`config.mk`:
```
export PLATFORM = sky130hd
export DESIGN_NAME = game_state_ctl
export DESIGN_NICKNAME = d
export VERILOG_FILES = /design/src/rtl/game_state_ctl.sv
export SDC_FILE = /design/constraint.sdc
export NUM_CORES = 1
export LEC_CHECK = 0
export ABC_AREA = 1
export BUFFER_PORTS_ARGS = -buffer_cell sky130_fd_sc_hd__buf_2
export CORE_MARGIN = 10
export CORE_UTILIZATION = 39
export CTS_BUF_LIST = sky130_fd_sc_hd__clkbuf_16
export DETAILED_ROUTE_END_ITERATION = 7
export HOLD_SLACK_MARGIN = 0.15
export PLACE_DENSITY_LB_ADDON = 0.2
export SLEW_MARGIN = 20
export SYNTH_ARGS = -nofsm -noshare
export SYNTH_HDL_FRONTEND = slang
export SYNTH_SLANG_ARGS = --single-unit
```
`constraint.sdc`:
```
create_clock -name clk_40 -period 1.4 [get_ports clk_40]
set_input_delay 0.07 -clock clk_40 [delete_from_list [all_inputs] [get_ports clk_40]]
set_output_delay 0.07 -clock clk_40 [all_outputs]
set_load 0.01 [all_outputs]
```
`src/rtl/game_state_ctl.sv`:
```
// rtl/game_state_ctl.sv - frame-aligned game state controller (START / LEVEL_1 / FINISH)

package state_pkg;
   typedef enum logic [1:0] {
      START   = 2'd0,
      LEVEL_1 = 2'd1,
      FINISH  = 2'd2
   } g_state;
endpackage

module game_state_ctl
   import state_pkg::*;
#(
   parameter int START_BTN_X   = 350,
   parameter int START_BTN_Y   = 250,
   parameter int START_BTN_W   = 100,
   parameter int START_BTN_H   = 50,
   parameter int EXIT_X        = 700,
   parameter int EXIT_Y        = 500,
   parameter int EXIT_W        = 60,
   parameter int EXIT_H        = 60,
   parameter int HOLD_FRAMES   = 3,
   parameter int FINISH_FRAMES = 180
) (
   input  logic        clk_40,
   input  logic        rst,
   input  logic        vsync,
   input  logic        mouse_left,
   input  logic [11:0] xpos_mouse,
   input  logic [11:0] ypos_mouse,
   input  logic [11:0] xpos_player,
   input  logic [11:0] ypos_player,
   input  logic        button_pressed,
   output g_state      game_state,
   output logic        level_start,
   output logic        state_changed
);

   // Hit-box bounds widened to 13 bits so edge+size cannot wrap.
   localparam logic [12:0] BTN_X0  = 13'(START_BTN_X);
   localparam logic [12:0] BTN_X1  = 13'(START_BTN_X + START_BTN_W);
   localparam logic [12:0] BTN_Y0  = 13'(START_BTN_Y);
   localparam logic [12:0] BTN_Y1  = 13'(START_BTN_Y + START_BTN_H);
   localparam logic [12:0] EXIT_X0 = 13'(EXIT_X);
   localparam logic [12:0] EXIT_X1 = 13'(EXIT_X + EXIT_W);
   localparam logic [12:0] EXIT_Y0 = 13'(EXIT_Y);
   localparam logic [12:0] EXIT_Y1 = 13'(EXIT_Y + EXIT_H);
   localparam logic [7:0]  HOLD_N  = 8'(HOLD_FRAMES);
   localparam logic [7:0]  FIN_N   = 8'(FINISH_FRAMES);

   g_state     state, state_nxt;
   logic       vsync_q, mouse_left_q;
   logic       pending, pending_nxt;
   logic [7:0] hold_cnt, hold_nxt;
   logic [7:0] fin_cnt, fin_nxt;
   logic       level_start_nxt, changed_nxt;

   logic       frame_tick, click, in_btn, in_exit;
   logic [7:0] hold_inc, fin_inc;

   assign frame_tick = vsync & ~vsync_q;
   assign click      = mouse_left & ~mouse_left_q;

   assign in_btn  = ({1'b0, xpos_mouse} >= BTN_X0) && ({1'b0, xpos_mouse} < BTN_X1) &&
                    ({1'b0, ypos_mouse} >= BTN_Y0) && ({1'b0, ypos_mouse} < BTN_Y1);
   assign in_exit = ({1'b0, xpos_player} >= EXIT_X0) && ({1'b0, xpos_player} < EXIT_X1) &&
                    ({1'b0, ypos_player} >= EXIT_Y0) && ({1'b0, ypos_player} < EXIT_Y1);

   // Counters saturate at 255 instead of wrapping.
   assign hold_inc = (hold_cnt == 8'hFF) ? 8'hFF : hold_cnt + 8'd1;
   assign fin_inc  = (fin_cnt  == 8'hFF) ? 8'hFF : fin_cnt  + 8'd1;

   assign game_state = state;

   // Registers: edge-detect history, state, request flag, counters and pulses.
   always_ff @(posedge clk_40 or posedge rst) begin
      if (rst) begin
         state         <= START;
         vsync_q       <= 1'b0;
         mouse_left_q  <= 1'b0;
         pending       <= 1'b0;
         hold_cnt      <= 8'd0;
         fin_cnt       <= 8'd0;
         level_start   <= 1'b0;
         state_changed <= 1'b0;
      end else begin
         state         <= state_nxt;
         vsync_q       <= vsync;
         mouse_left_q  <= mouse_left;
         pending       <= pending_nxt;
         hold_cnt      <= hold_nxt;
         fin_cnt       <= fin_nxt;
         level_start   <= level_start_nxt;
         state_changed <= changed_nxt;
      end
   end

   // Next state: a request raised in one frame commits at the following frame tick.
   always_comb begin
      state_nxt       = state;
      pending_nxt     = pending;
      hold_nxt        = hold_cnt;
      fin_nxt         = fin_cnt;
      level_start_nxt = 1'b0;
      changed_nxt     = 1'b0;
      case (state)
         START: begin
            if (frame_tick && pending) begin
               state_nxt       = LEVEL_1;
               level_start_nxt = 1'b1;
               changed_nxt     = 1'b1;
            end else if (click && in_btn) begin
               pending_nxt = 1'b1;
            end
         end
         LEVEL_1: begin
            if (frame_tick && pending) begin
               state_nxt   = FINISH;
               changed_nxt = 1'b1;
            end else if (frame_tick) begin
               if (in_exit && button_pressed) begin
                  hold_nxt = hold_inc;
                  if (hold_inc == HOLD_N)
                     pending_nxt = 1'b1;
               end else begin
                  hold_nxt = 8'd0;
               end
            end
         end
         FINISH: begin
            if (frame_tick && pending) begin
               state_nxt   = START;
               changed_nxt = 1'b1;
            end else begin
               if (frame_tick) begin
                  fin_nxt = fin_inc;
                  if (fin_inc == FIN_N)
                     pending_nxt = 1'b1;
               end
               if (click)
                  pending_nxt = 1'b1;
            end
         end
         default: begin
            state_nxt   = START;
            changed_nxt = 1'b1;
         end
      endcase
      // Every transition starts the new state with a clean slate.
      if (changed_nxt) begin
         pending_nxt = 1'b0;
         hold_nxt    = 8'd0;
         fin_nxt     = 8'd0;
      end
   end

endmodule

```
==> results of run 1 <==
logic make-up (layout without fill, tap and decap cells):
family / Yosys count / in the layout
buffers and inverters: 44 / 128
xor gates and xnor gates: 2 / 2
DFF: 23 / 23
AOI/OAI and AO/OA: 36 / 36
and+or+nand+nor: 152 / 152
adders and majority gates: 2 / 2
worst min-delay path by stage:
| stage | start | endpoint | slack (ns) |
|---|---|---|---|
| global placement | rst | hold_cnt[5]$_DFFE_PP0P_ | 0.13 |
| global route | button_pressed | hold_cnt[2]$_DFFE_PP0P_ | 0.30 |
| CTS | button_pressed | pending$_DFFE_PP0P_ | 0.28 |
| detailed placement | rst | fin_cnt[6]$_DFFE_PP0P_ | 0.13 |
| finish | vsync | state_changed$_DFF_PP0_ | 0.28 |
| floorplan | rst | fin_cnt[0]$_DFFE_PP0P_ | 0.07 |
layout make-up:
| class | instances | area, um2 |
|---|---|---|
| repair buffers | 81 | 502 |
| flip-flops and latches | 23 | 578 |
| fillers | 384 | 1600 |
| multi-input cells | 192 | 1040 |
| well taps | 50 | 62.6 |
| clock inverters | 1 | 5.00 |
| clock buffers | 3 | 75.1 |
| inverters | 43 | 164 |
per-stage QoR:
stage,cell area (um2),std cells,worst slack [ns],TNS (ns),hold WS [ns]
3_3_place_gp,2110,380,-0.0873,-0.0873,0.133
4_1_cts,2220,387,-0.135,-0.135,0.283
3_5_place_dp,2110,380,-0.124,-0.127,0.132
2_1_floorplan,1640,259,0.0103,0,0.0719
6_report,2430,393,-0.103,-0.103,0.281
5_1_grt,2430,393,-0.200,-0.298,0.302
what timing repair did:
action                                 CTS  global route
gates cloned                             0             0
gates resized for setup                  2            45
setup endpoints to repair                3            17
setup buffers                            0             6
endpoints found under the hold margin   25             0
hold buffers                             3             0
pin swaps                                0            14
power breakdown:
group          switching [mW]  total, mW  internal (mW)
clock                   0.237      0.621          0.384
sequential              0.119      0.935          0.816
combinational           0.662       1.23          0.566
total                    1.02       2.78           1.77
placed cells by master, fill, tap and decap left out, types with 2 or more instances in the layout:
cell type and count:
nand3_4 2, dfrtp_1 21, nand4_1 4, buf_6 3
inv_2 3, a21oi_1 6, a21oi_2 2, nand3_2 6
nor2_2 3, ha_4 2, nand3_1 17, clkbuf_16 3
o21ai_0 9, buf_2 50, dfrtp_2 2, nand2_1 65
dlygate4sd3_1 3, o21bai_1 3, nor2_1 42, inv_1 39
o22ai_1 5, buf_4 25, o21ai_2 7, nand2_2 9
flip-flops by register name, indices dropped and copies added (netlist names):
| signal | flops |
|---|---|
| game_state | 2 |
| mouse_left_q | 1 |
| level_start | 1 |
| state_changed | 1 |
| fin_cnt | 8 |
| vsync_q | 1 |
| pending | 1 |
| hold_cnt | 8 |
layer usage:
metal	share of wire	vias up	track usage	wire [um]
li1	-	987	-	-
met1	0.45	803	0.132	2000
met2	0.50	38	0.201	2200
met3	0.045	2	0.0319	198
met4	0.0050	0	0.0359	22
met5	0	-	0	0
worst max-delay path, cell delays in order, from the launching register on:
cell     delay, ns
dfrtp_1       0.41
ha_4          0.19
nand2_4       0.08
nor2_2        0.04
nand2_2       0.11
nand2_2       0.08
a21oi_2       0.11
nand4_1       0.11
nand2_1       0.10
nand3_2       0.08
a21oi_2       0.13
==> results.toml, run 1 <==
[status]
status = "finished, violations left"
violations = "negative setup slack"

[cts]
cts.sinks = 23
clk_path_buf_depth = 2
path_clk_slew_ns = 0.06
htree_levels = 1
cts_tree = "built"
cts_root_buf = "clkbuf_16"
clk_latency_ns = 0.25
numCtsBuffers = 3

[floorplanning]
ios = 57
die_w_um = 84.6
dieArea_um2 = 7150
core_area_um2 = 4030
die_h_um = 84.6
rows = 23
initial_core_util = 0.404

[routing]
ant_nets = 0
post_drt_wl_per_cell_um = 11.3
vias = 1830
drc = 0
viasPerCell = 4.66
first_pass_iters = 4
drt_iter0_markers = 64
routed_wl_um = 4420

[global_routing]
antenna_found_initial = 0
grt_pass1_wl_um = 7190
grt_start_max_net_pins = 24
grt_overflow_total = 0
grt_pass1_vias = 1740
grtUsageTotal = 0.115

[power_and_ir_drop]
p_per_area_nw_per_um2 = 1150
vdd_drop_max_mv = 1.05
total_power_mw = 2.78
p_leak_nw = 1.25

[finish]
area_growth_pct = 49.5
antenna_cells = 0
post-route-util = 0.603
drive_gt1_frac = 0.364
fin_nets = 399

[place]
place_hpwl_um = 3400
place.gp.congestion = 0.868
portBuffers = 50

[timing]
setup_ws_ns = -0.103
rsz0062_at_grt = "yes"
hold_violations = 0
post-route-min-period_ns = 1.50
fin_skew_ns = 0.00242
maxSlewHeadroom = 0.797
tightest_slew_ns = 0.305
fin_crit_sh = 1.07
slew_viol_final = 0
setup_viol = 1
achievable-frequency_mhz = 665

[critical_path]
cp.arrival_ns = 1.69
crit_required_ns = 1.59
critPathMaxFanout = 4
timing.rr.start = "fin_cnt[1]$_DFFE_PP0P_"
rr_worst_depth = 10
crit_end = "pending$_DFFE_PP0P_"
critical_path_class = "reg -> reg"
crit-reg2reg-capture = "pending$_DFFE_PP0P_"
r2r_slack_ns = -0.10
cp-startpoint = "fin_cnt[1]$_DFFE_PP0P_"
end_kind = "flip-flop"
crit_path_start_kind = "flip-flop"

[synthesis]
synthMuxAreaShare = 0
syn_inst = 259
synth_fp_nets = 314
netlist.area_leader.share = 0.354
ys_ff_latch = 23
avgSynthCellArea_um2 = 6.28
yosys_warnings = 0
ys_seq_area_frac = 0.354
yosysUniqueCellTypes = 25
syn_area_um2 = 1630
synth.area.top_cells = "dfrtp_1 (35%), nand2_1 (17%), nor2_1 (10%)"
synth_xor_area_frac = 0.0108
synth_compound_area_frac = 0.128
synth_top_area_cell = "dfrtp_1"
synth_top_family_by_area = "simple AND/OR/NAND/NOR gates"
synthAdderAreaFrac = 0.0154
async_flop_share = 1.00
synth_common_cells = "nand2_1 (74), nor2_1 (44), inv_1 (42)"
yosys.area_share.simple = 0.390
synth_ff_type = "dfrtp_1"
yosysMostFrequentCell = "nand2_1"
synth-edff-count = 0

[run]
maxCapViolCount = 0

[hold_path]
hp-class = "in -> reg"
hold_path_depth = 5
No activity file was read; power rests on OpenSTA's default activity.
==> inputs of run 2 (changes only) <==
Settings changed: ABC_AREA 1 to 0.
==> run 2 against run 1 <==
  * Highest routed layer unchanged
  * Total power down 47%
  * Via count down 6.7%
  * Combinational power down 86%
  * Cell count down 18%
  * Wire length up 15%
  * Flip-flop and latch count unchanged
  * Critical path depth down 4
  * Maximum frequency down 5.7%
  * Clock skew up 0.00093 ns
  * Hold slack better by 0.050 ns
  * Synthesized area down 5.7%
  * The run still ends with negative setup slack left
==> results.toml, run 2 <==
[cts]
cts.sinks = 23
clk_path_buf_depth = 2
numCtsBuffers = 3
cts_root_buf = "clkbuf_16"
htree_levels = 1
path_clk_slew_ns = 0.07
clk_latency_ns = 0.26
cts_tree = "built"

[run]
maxCapViolCount = 0

[timing]
setup_viol = 10
hold_violations = 0
slew_viol_final = 0
achievable-frequency_mhz = 627
fin_crit_sh = 1.14
setup_ws_ns = -0.194
tightest_slew_ns = 0.368
rsz0062_at_grt = "yes"
fin_skew_ns = 0.00335
post-route-min-period_ns = 1.59
maxSlewHeadroom = 0.751

[finish]
fin_nets = 332
antenna_cells = 0
finalNonFillerCells = 324
fill_cells = 319
layout_commonest_cell = "buf_2"
drive_gt1_frac = 0.554
most-common-layout-cells = "buf_2 (50), buf_4 (48), dfrtp_1 (22)"
multi_input_area_um2 = 1080
seq_area_um2 = 577
area_growth_pct = 67.2

[synthesis]
synth_xor_area_frac = 0.0171
synth_common_cells = "dfrtp_1 (23), nand2_1 (20), a21oi_1 (14)"
synth.area.top_cells = "dfrtp_1 (38%), nand2_1 (4.9%), a21oi_1 (4.6%)"
syn_inst = 170
ys_ff_latch = 23
syn_area_um2 = 1530
synth_top_family_by_area = "simple AND/OR/NAND/NOR gates"
avgSynthCellArea_um2 = 9.02
synth_ff_type = "dfrtp_1"
yosysUniqueCellTypes = 52
synthAdderAreaFrac = 0.0163
yosys_warnings = 0
yosys.area_share.simple = 0.273
synth_compound_area_frac = 0.243
netlist.area_leader.share = 0.375
synth_top_area_cell = "dfrtp_1"
yosysMostFrequentCell = "dfrtp_1"
async_flop_share = 1.00
synth-edff-count = 0
synthMuxAreaShare = 0.0277
synth_fp_nets = 225
ys_seq_area_frac = 0.375

[global_routing]
grt_start_max_net_pins = 24
antenna_found_initial = 0
grt_pass1_vias = 1845
grtUsageTotal = 0.150
grt_pass1_wl_um = 8320
grt_overflow_total = 0

[critical_path]
timing.rr.start = "game_state[1]$_DFFE_PP0P_"
crit_path_start_kind = "flip-flop"
cp-startpoint = "game_state[1]$_DFFE_PP0P_"
r2r_slack_ns = -0.19
critical_path_class = "reg -> reg"
crit_end = "pending$_DFFE_PP0P_"
cp.arrival_ns = 1.79
rr_worst_depth = 6
critPathMaxFanout = 2
end_kind = "flip-flop"
crit-reg2reg-capture = "pending$_DFFE_PP0P_"
crit_required_ns = 1.59

[floorplanning]
initial_core_util = 0.410
die_w_um = 82.7
die_h_um = 82.7
core_area_um2 = 3740
rows = 22
dieArea_um2 = 6840
ios = 57

[routing]
post_drt_wl_per_cell_um = 15.7
viasPerCell = 5.27
drc = 0
vias = 1708
first_pass_iters = 4
routed_wl_um = 5080
drt_iter0_markers = 47
ant_nets = 0

[power_and_ir_drop]
p_per_area_nw_per_um2 = 577
p_leak_nw = 1.25
vdd_drop_max_mv = 0.805

[hold_path]
hp-class = "in -> reg"

[place]
portBuffers = 50
place_hpwl_um = 3490
post-place-ws_ns = -0.207
place.gp.congestion = 0.860
placed_cells = 304

[status]
status = "finished, violations left"
violations = "negative setup slack"
run 2: cell type report:
class | instances | area share
clock inverter | 1 | 0.00195
timing repair buffer | 109 | 0.288
inverter | 6 | 0.0102
tap | 48 | 0.0234
multi-input combinational | 134 | 0.422
sequential | 23 | 0.225
clock buffer | 3 | 0.0293
run 2: power by group:
| part | leakage [nW] | total [mW] | switching, mW | internal (mW) |
|---|---|---|---|---|
| registers | 0.305 | 0.670 | 0.00239 | 0.668 |
| logic | 0.901 | 0.169 | 0.0698 | 0.0989 |
| clock network | 0.0409 | 0.642 | 0.257 | 0.385 |
| total | 1.25 | 1.48 | 0.329 | 1.15 |
run 2: worst min path at each step:
stage,start,endpoint,slack (ns),cells past startpoint
floorplan,rst,fin_cnt[0]$_DFFE_PP0P_,0.07,1
global placement,rst,hold_cnt[7]$_DFFE_PP0P_,0.13,3
detailed placement,rst,hold_cnt[7]$_DFFE_PP0P_,0.14,3
CTS,ypos_mouse[8],pending$_DFFE_PP0P_,0.30,5
global route,ypos_mouse[8],pending$_DFFE_PP0P_,0.39,5
finish,ypos_mouse[8],pending$_DFFE_PP0P_,0.33,5
run 2: worst max-delay path: stages (launching register included):
cell      delay (ns)
dfrtp_1         0.39
or4b_4          0.54
nor4_2          0.14
nand4b_1        0.16
o22ai_2         0.12
a31oi_1         0.09
nor2_1          0.09
run 2: per-layer routing:
metal,routed length (um),up-vias,global-route usage
met5,0,-,0
met4,36,0,0.0251
met3,113,4,0.0324
met2,2950,23,0.276
met1,1970,825,0.174
li1,-,856,-
run 2: logic make-up after synthesis:
kind of cell               Yosys count
AOI/OAI and AO/OA                   53
xor gates and xnor gates             3
adders and majority gates            2
buffers and inverters               13
DFF                                 23
muxes                                4
and+or+nand+nor                     72
run 2: metrics by stage:
| step | power (mW) | TNS [ns] | cell area, um2 | hold WS (ns) | utilization |
|---|---|---|---|---|---|
| floorplan | 0.742 | -1.75 | 1570 | 0.0719 | - |
| global placement | 0.832 | -1.32 | 2160 | 0.134 | 0.576 |
| detailed placement | 0.835 | -1.63 | 2160 | 0.139 | 0.576 |
| CTS | 1.50 | -0.724 | 2460 | 0.305 | 0.658 |
| global route | 1.55 | -1.77 | 2560 | 0.385 | 0.685 |
| finish | 1.48 | -0.683 | 2560 | 0.331 | 0.685 |
run 2: what timing repair did:
action | in CTS | in global routing
hold buffers | 3 | 0
buffers inserted | 10 | 4
gates resized for setup | 34 | 16
pin swaps | 20 | 8
endpoints found under the hold margin | 25 | 0
setup endpoints to repair | 17 | 16
